--- config.mk ---
export PLATFORM = sky130hd
export DESIGN_NAME = ysyx_24090003_mem_arbiter
export DESIGN_NICKNAME = d
export VERILOG_FILES = /design/src/rtl/ysyx_24090003_mem_arbiter.sv
export SDC_FILE = /design/constraint.sdc
export NUM_CORES = 1
export LEC_CHECK = 0
export BUFFER_PORTS_ARGS = -buffer_cell sky130_fd_sc_hd__clkbuf_2
export CAP_MARGIN = 20
export CORE_AREA = 2 2 121 123
export CTS_CLUSTER_DIAMETER = 200
export DETAILED_ROUTE_END_ITERATION = 8
export DIE_AREA = 0 0 123 125
export GPL_TIMING_DRIVEN = 0
export PLACE_DENSITY = 0.76
export SLEW_MARGIN = 10
export SYNTH_ARGS = -nofsm -noshare
export SYNTH_HDL_FRONTEND = slang
export SYNTH_SLANG_ARGS = --single-unit
--- constraint.sdc ---
create_clock -name cpu_clk -period 6.65 [get_ports cpu_clk]
set_clock_uncertainty 0.1 [all_clocks]
set_input_delay 1.6625 -clock cpu_clk [delete_from_list [all_inputs] [get_ports cpu_clk]]
set_output_delay 1.6625 -clock cpu_clk [all_outputs]
set_load 0.02 [all_outputs]
--- src/rtl/ysyx_24090003_mem_arbiter.sv ---
// ---------------------------------------------------------------------------
// ysyx_24090003_mem_arbiter
//
// Shares the core's single memory port between the instruction fetch unit
// (IFU) and the load/store unit (LSU). One request is registered at a time,
// held on the memory bus until memory accepts it, and the response is routed
// back to the requester that issued it. Only one transaction is in flight.
//
// Configuration macro:
//   ARB_RR_EN  defined   -> round-robin on contention (last-grant register)
//              undefined -> fixed priority, LSU always wins contention
//
// Ports:
//   cpu_clk, cpu_rst          core clock / async active-high reset
//   ifu_req_valid/ready       IFU read request handshake, ifu_addr
//   ifu_resp_valid, ifu_rdata IFU response pulse and fetched word
//   lsu_req_valid/ready       LSU request handshake, lsu_addr/wen/wdata/wmask
//   lsu_resp_valid, lsu_rdata LSU response pulse and load data
//   mem_req_valid/ready       memory request handshake
//   mem_addr/wen/wdata/wmask  registered request fields driven to memory
//   mem_resp_valid, mem_rdata memory response
// ---------------------------------------------------------------------------
module ysyx_24090003_mem_arbiter #(
  parameter int ADDR_W = 32,
  parameter int DATA_W = 32
) (
  input  logic                cpu_clk,
  input  logic                cpu_rst,

  input  logic                ifu_req_valid,
  output logic                ifu_req_ready,
  input  logic [ADDR_W-1:0]   ifu_addr,
  output logic                ifu_resp_valid,
  output logic [DATA_W-1:0]   ifu_rdata,

  input  logic                lsu_req_valid,
  output logic                lsu_req_ready,
  input  logic [ADDR_W-1:0]   lsu_addr,
  input  logic                lsu_wen,
  input  logic [DATA_W-1:0]   lsu_wdata,
  input  logic [DATA_W/8-1:0] lsu_wmask,
  output logic                lsu_resp_valid,
  output logic [DATA_W-1:0]   lsu_rdata,

  output logic                mem_req_valid,
  input  logic                mem_req_ready,
  output logic [ADDR_W-1:0]   mem_addr,
  output logic                mem_wen,
  output logic [DATA_W-1:0]   mem_wdata,
  output logic [DATA_W/8-1:0] mem_wmask,
  input  logic                mem_resp_valid,
  input  logic [DATA_W-1:0]   mem_rdata
);

  typedef enum logic [2:0] {
    IDLE,
    REQ_IFU,
    REQ_LSU,
    WAIT_IFU,
    WAIT_LSU
  } state_t;

  state_t state;
  state_t state_next;

  logic grant_lsu;
  logic ifu_accept;
  logic lsu_accept;

`ifdef ARB_RR_EN
  // 1 when the most recent accept went to the LSU; reset value means IFU,
  // so the first contention after reset is handed to the LSU.
  logic last_lsu;

  always_ff @(posedge cpu_clk or posedge cpu_rst) begin
    if (cpu_rst) begin
      last_lsu <= 1'b0;
    end else if (ifu_accept || lsu_accept) begin
      last_lsu <= lsu_accept;
    end
  end
`endif

  // Winner selection. Only meaningful in IDLE; the ready outputs below
  // gate it with the state and the requester's own valid.
  always_comb begin
    grant_lsu = 1'b0;
    if (lsu_req_valid && !ifu_req_valid) begin
      grant_lsu = 1'b1;
    end else if (lsu_req_valid && ifu_req_valid) begin
`ifdef ARB_RR_EN
      grant_lsu = !last_lsu;
`else
      grant_lsu = 1'b1;
`endif
    end
  end

  assign ifu_req_ready = (state == IDLE) && ifu_req_valid && !grant_lsu;
  assign lsu_req_ready = (state == IDLE) && lsu_req_valid && grant_lsu;
  assign ifu_accept    = ifu_req_valid && ifu_req_ready;
  assign lsu_accept    = lsu_req_valid && lsu_req_ready;

  always_ff @(posedge cpu_clk or posedge cpu_rst) begin
    if (cpu_rst) begin
      state <= IDLE;
    end else begin
      state <= state_next;
    end
  end

  // Next-state logic. Responses are only looked at in the WAIT states, so
  // a response arriving in IDLE or during the request handshake is dropped.
  always_comb begin
    state_next    = state;
    mem_req_valid = 1'b0;
    case (state)
      IDLE: begin
        if (lsu_accept) begin
          state_next = REQ_LSU;
        end else if (ifu_accept) begin
          state_next = REQ_IFU;
        end
      end
      REQ_IFU: begin
        mem_req_valid = 1'b1;
        if (mem_req_ready) begin
          state_next = WAIT_IFU;
        end
      end
      REQ_LSU: begin
        mem_req_valid = 1'b1;
        if (mem_req_ready) begin
          state_next = WAIT_LSU;
        end
      end
      WAIT_IFU: begin
        if (mem_resp_valid) begin
          state_next = IDLE;
        end
      end
      WAIT_LSU: begin
        if (mem_resp_valid) begin
          state_next = IDLE;
        end
      end
      default: begin
        state_next = IDLE;
      end
    endcase
  end

  // Request fields are captured on accept and held stable until the next
  // accept. A fetch always presents itself to memory as a plain read.
  always_ff @(posedge cpu_clk or posedge cpu_rst) begin
    if (cpu_rst) begin
      mem_addr  <= '0;
      mem_wen   <= 1'b0;
      mem_wdata <= '0;
      mem_wmask <= '0;
    end else if (lsu_accept) begin
      mem_addr  <= lsu_addr;
      mem_wen   <= lsu_wen;
      mem_wdata <= lsu_wdata;
      mem_wmask <= lsu_wmask;
    end else if (ifu_accept) begin
      mem_addr  <= ifu_addr;
      mem_wen   <= 1'b0;
      mem_wdata <= '0;
      mem_wmask <= '0;
    end
  end

  // Response routing: one-cycle valid pulse to the owner, and the owner's
  // rdata register keeps its value until that owner's next response.
  always_ff @(posedge cpu_clk or posedge cpu_rst) begin
    if (cpu_rst) begin
      ifu_resp_valid <= 1'b0;
      lsu_resp_valid <= 1'b0;
      ifu_rdata      <= '0;
      lsu_rdata      <= '0;
    end else begin
      ifu_resp_valid <= (state == WAIT_IFU) && mem_resp_valid;
      lsu_resp_valid <= (state == WAIT_LSU) && mem_resp_valid;
      if ((state == WAIT_IFU) && mem_resp_valid) begin
        ifu_rdata <= mem_rdata;
      end
      if ((state == WAIT_LSU) && mem_resp_valid) begin
        lsu_rdata <= mem_rdata;
      end
    end
  end

endmodule

## Word level (Yosys, flattened, before mapping)

Cells that the tools add are included.

| cells by class | value |
|---|---|
| eq/ne operators | 8 |
| mux-type cells | 17 |
| reduce and logical (&&, ||, !) cells | 17 |

Operator list:

| kind | count |
|---|---|
| 32-bit 2-to-1 mux | 4 |
| 3-bit 2-to-1 mux | 5 |
| 3-bit one-hot mux with 4 select lines | 1 |
| 1-bit logical AND | 10 |
| 4-bit 2-to-1 mux | 2 |
| 3-bit by 2-bit == test with 1-bit output (second input constant) | 2 |
| 1-bit 2-to-1 mux | 5 |
| 2-bit != test (second input constant) | 2 |
| 4-bit AND reduction | 1 |
| 2-bit OR reduction | 2 |
| 3-bit by 1-bit == test with 1-bit output (second input constant) | 1 |
| 3-bit == test (second input constant) | 1 |
| 3-bit logical NOT | 1 |
| 3-bit != test (second input constant) | 1 |
| 1-bit logical NOT | 2 |
| 2-bit by 1-bit != test with 1-bit output (second input constant) | 1 |
| 2-bit nonzero test | 1 |

| storage, ports and cells | value |
|---|---|
| register bits after elaboration | 138 |
| bits of input ports | 139 |
| output and inout port bits | 138 |
| word-level logic and storage cells | 51 |

## Longest topological paths before layout

| logic depth | value |
|---|---|
| word-level depth | 9 |
| mapped depth | 7 |
| gate-level depth less buffers | 4 |

## Worst setup path before layout

Ideal clock, no wire load.

| path | value |
|---|---|
| kind | input to output |
| start point | input port lsu_req_valid |
| end point | output port ifu_req_ready |
| data arrival time | 2.411 ns |
| data required time | 4.887 ns |
| path slack | 2.477 ns |
| stages | 4 |
| path through | nand2b_1 clkbuf_1 clkbuf_1 nor2_1 |

| on the way | value |
|---|---|
| word-level cells in the longest chain between the ends | 5 |
| elaborated cells between the ends (all ways) | 6 |
| classes of those cells | mux: 2; reduce/logical: 4 |

Ends and longest elaborated chain:

| what | line | source |
|---|---|---|
| from (decl) | 36 | `input logic lsu_req_valid,` |
| 1-bit logical AND | 90 | `end else if (lsu_req_valid && ifu_req_valid) begin` |
| 1-bit 2-to-1 mux | 90 |  |
| 1-bit 2-to-1 mux (*) | 88 | `if (lsu_req_valid && !ifu_req_valid) begin` |
| 1-bit logical NOT (*) | 99 | `assign ifu_req_ready = (state == IDLE) && ifu_req_valid && !grant_lsu;` |
| 1-bit logical AND (*) | 99 |  |
| to (decl) | 31 | `output logic ifu_req_ready,` |

Every way passes the cells marked *; elsewhere a longest branch is shown, timed or not.

## Worst setup path after layout

Same ends and word-level chain as after synthesis.

==> summary by stage <==
Worst setup path
The arrival time reported for the critical path endpoint is 2.81 ns. The startpoint type of the worst setup path is a primary input. Along the worst path, the maximum fanout reaches 10.

The worst setup path is of the primary input to primary output kind. The data required time at the worst endpoint is 4.89 ns. STA classifies the critical path endpoint as a primary output.

Outcome
The flow ran to the end, and the final reports show no timing, DRC or antenna violations.

Power
The ratio of total power to cell area is 562.7 mW/mm². The internal power summed over all cells is 2.714 mW. Net switching is 38.13% of the power. The combinational share of power is 43.0%.

The analysis attributes to cell leakage a power of 3.925 nW. The sequential group share of total power is 34.0%. After layout, the design draws a total of 4.386 mW. The analysis attributes to net switching a power of 1.673 mW. The fraction of power consumed by the clock network is 23.0%. The highest ir drop seen on vdd is 0.2328 mV.

Timing
The final critical path takes up 68.69% of the cycle. The max-slew violation total from the final report is 0. The minimum clock period is 4.568 ns. The fmax is 218.9 MHz. The actual transition at the worst max-transition pin is 0.5478 ns.

The worst pin sits at a relative slew slack of 63.48%. Setup repair after global routing left no endpoint under its margin. The final-report hold violation count is 0.

The final setup slack of the worst path is 2.082 ns. Setup violations remaining at the end of the flow were counted as 0.

Clock tree
The maximum level of the CTS H-tree is 4. The count of buffers added by post-CTS timing repair for setup is 0. The clock reaches the later pin of the worst-skew pair after 0.41 ns. The CTS tree is built.

For this design, the CTS-stage hold fixing added 0 buffers. The clock-pin slew reported for the worst setup and hold paths after clock tree synthesis is 0.05 ns. The master cell of the clock root buffer is clkbuf_16. After clock tree synthesis, the repair step resized 0 gates.

Counting the buffers created by CTS gives 17. The clock passes through at most 2 buffers. The TritonCTS sink count is 138.

Floorplanning
The number of top-level pins is 277. The x dimension of the die is 123 µm. The initial core utilization is 38.84%.

The area of the placeable core is 0.01420 mm². The initialized floorplan defines 44 standard-cell rows. The die height is 125 µm. The floorplan step defined a die boundary enclosing 0.01538 mm².

Global route
The first global-routing pass estimated 23.08 mm of wire. The number of global-route vias before repair is 4586. The largest net degree at the start of global routing is 80.

The initial antenna violation count is 0. After global routing the overflow that remains totals 0. Global routing used 19.28% of the available tracks across all layers.

Yosys
A synthesized cell averages 15.16 µm². The distinct cell type count after synthesis is 28. Yosys attributes the largest share of cell area to dfrtp_1, mux2_2, o221a_2. The share of the Yosys chip area taken by registers is 62.60%. Summing every instance area after synthesis gives 0.005517 mm². The net count after synthesis is 503.

The total of warnings raised by yosys is 0. The cell type with the largest total area after synthesis is dfrtp_1. In this run, synthesis produced a sequential element count of 138. The area share of the largest cell type after synthesis is 62.60%. The cell count after synthesis came out at 364.

Cells and area
In the final design database the tool counted 799 nets. The layout filler cell count is 1185. In the final layout, the share of cells above drive strength 1 is 62.85%. The number of antenna diodes in the final layout is 0. The area added between synthesis and finish is 41.30%.

Hold path
The path class of the tightest hold or removal check is flip-flop to flip-flop.

Detailed routing
The first detailed-routing pass took 4 iterations. In the final routed layout, each cell accounts on average for 17.44 µm. The antenna violation net count after detailed routing is 0. The via-per-instance ratio is 5.162. The starting DRC count in detailed routing is 182. The final layout contains routed wiring with a total length of 14.95 mm.

The via total after detailed routing is 4424. For this run, design rule violations remaining after detail routing come to 0.

Placement
The wire-length estimate of the detail-placed layout is 11.30 mm. Input and output buffers added on the ports amount to 276. The global placer's final weighted congestion is 0.8001. Prior to clock tree synthesis, the placed netlist has a worst setup slack of 2.081 ns.

Flow run
Across the run, the number of max-cap violations was 0.
-- metrics by stage --
step                instance area (µm²)  setup TNS (ns)  hold WS [ns]  utilization, %  instances
finish                             7795               0        0.3888           54.88        857
global route                       7795               0        0.4071           54.88        857
CTS                                7795               0        0.3932           54.88        857
detailed placement                 7161               0        0.3770           50.41        825
global placement                   7128         -0.8266        0.3753           50.19        824
floorplan                          5517               0        0.4129               -        364
-- cells in the final DEF (no fill, tap or decap), types with 11 or more instances in the layout --
master     Yosys  routed
clkbuf_1      14      19
buf_2         11      11
o32a_1        31      31
dfrtp_1      138     138
clkbuf_2       0     276
a22o_1        37      37
mux2_2        64      64
clkbuf_16      0      17
o221a_2       31      31
-- critical path, stage by stage --
cell	delay (ns)
clkbuf_2	0.15
nand2b_1	0.12
clkbuf_1	0.21
clkbuf_1	0.41
nor2_1	0.08
clkbuf_2	0.17
-- area by class of cell --
| cell class | count | area [µm²] | area share [%] |
|---|---|---|---|
| Buffer | 34 | 190.2 | 2.440 |
| Clock buffer | 22 | 444.2 | 5.698 |
| Clock inverter | 10 | 190.2 | 2.440 |
| Inverter | 3 | 16.27 | 0.2087 |
| Multi-Input combinational cell | 189 | 1862 | 23.88 |
| Sequential cell | 138 | 3453 | 44.30 |
| Tap cell | 184 | 230.2 | 2.953 |
| Timing Repair Buffer | 277 | 1409 | 18.07 |
-- cell families after synthesis --
family	synth area share (%)
buffers and inverters	3.651
XOR/XNOR	0.1588
AO/OA/AOI/OAI	18.71
multiplexers	13.06
flip-flops	62.60
AND/OR/NAND/NOR	1.815
-- Yosys cell counts --
library cell  count
a2bb2oi_1         1
mux2_2           64
o32a_1           31
nor2_1            5
nor3_2            2
clkbuf_1         14
buf_6             5
a21oi_1           3
xnor2_1           1
buf_4             3
dfrtp_1         138
o2bb2ai_1         1
a211o_1           1
inv_1             2
o211ai_1          1
or3_1             1
o221a_2          31
nand2b_1          1
buf_1             1
nand3_1           1
a22o_1           37
nand2_1           4
nor3b_1           1
and3b_1           1
inv_2             1
nor2b_1           1
or2_2             1
buf_2            11
-- sequential cells by signal, summed over array words and instances, names as in the netlist, 3 cells and up --
signal,flops
mem_addr,32
mem_wmask,4
mem_wdata,32
state,3
ifu_rdata,32
lsu_rdata,32
-- power by group through the flow --
stage / Clock, mW / Combinational (mW) / Sequential [mW]
final: 1.01 / 1.89 / 1.49
after global routing: 1.07 / 2.02 / 1.54
after CTS: 1.03 / 1.91 / 1.49
after detailed placement: 0 / 1.91 / 1.50
after global placement: 0 / 1.86 / 1.47
after floorplan: 0 / 0.782 / 1.94
-- layer usage --
metal  global-route usage, %  vias to the layer above  part of all wire [%]
met4                   8.289                        0                   2.1
met3                   5.109                       24                   6.6
li1                        -                     2019                     -
met5                       0                        -                     0
met2                   33.12                      178                    51
met1                   22.50                     2203                    40
-- path summary, 6_finish.rpt --
| kind | from | end | slack (ns) | depth (start not counted) |
|---|---|---|---|---|
| worst max-delay path | lsu_req_valid | ifu_req_ready | 2.08 | 6 |
| worst min-delay path | mem_addr[0] | mem_addr[0] | 0.39 | 1 |
| worst max register to register | state[1] | mem_addr[27] | 4.53 | 5 |
| worst min register to register | mem_addr[0] | mem_addr[0] | 0.39 | 1 |
| max in group asynchronous | cpu_rst | mem_addr[10] | 4.50 | 3 |
| min in group asynchronous | cpu_rst | ifu_rdata[22] | 1.20 | 2 |
No activity file was read; power rests on OpenSTA's default activity.
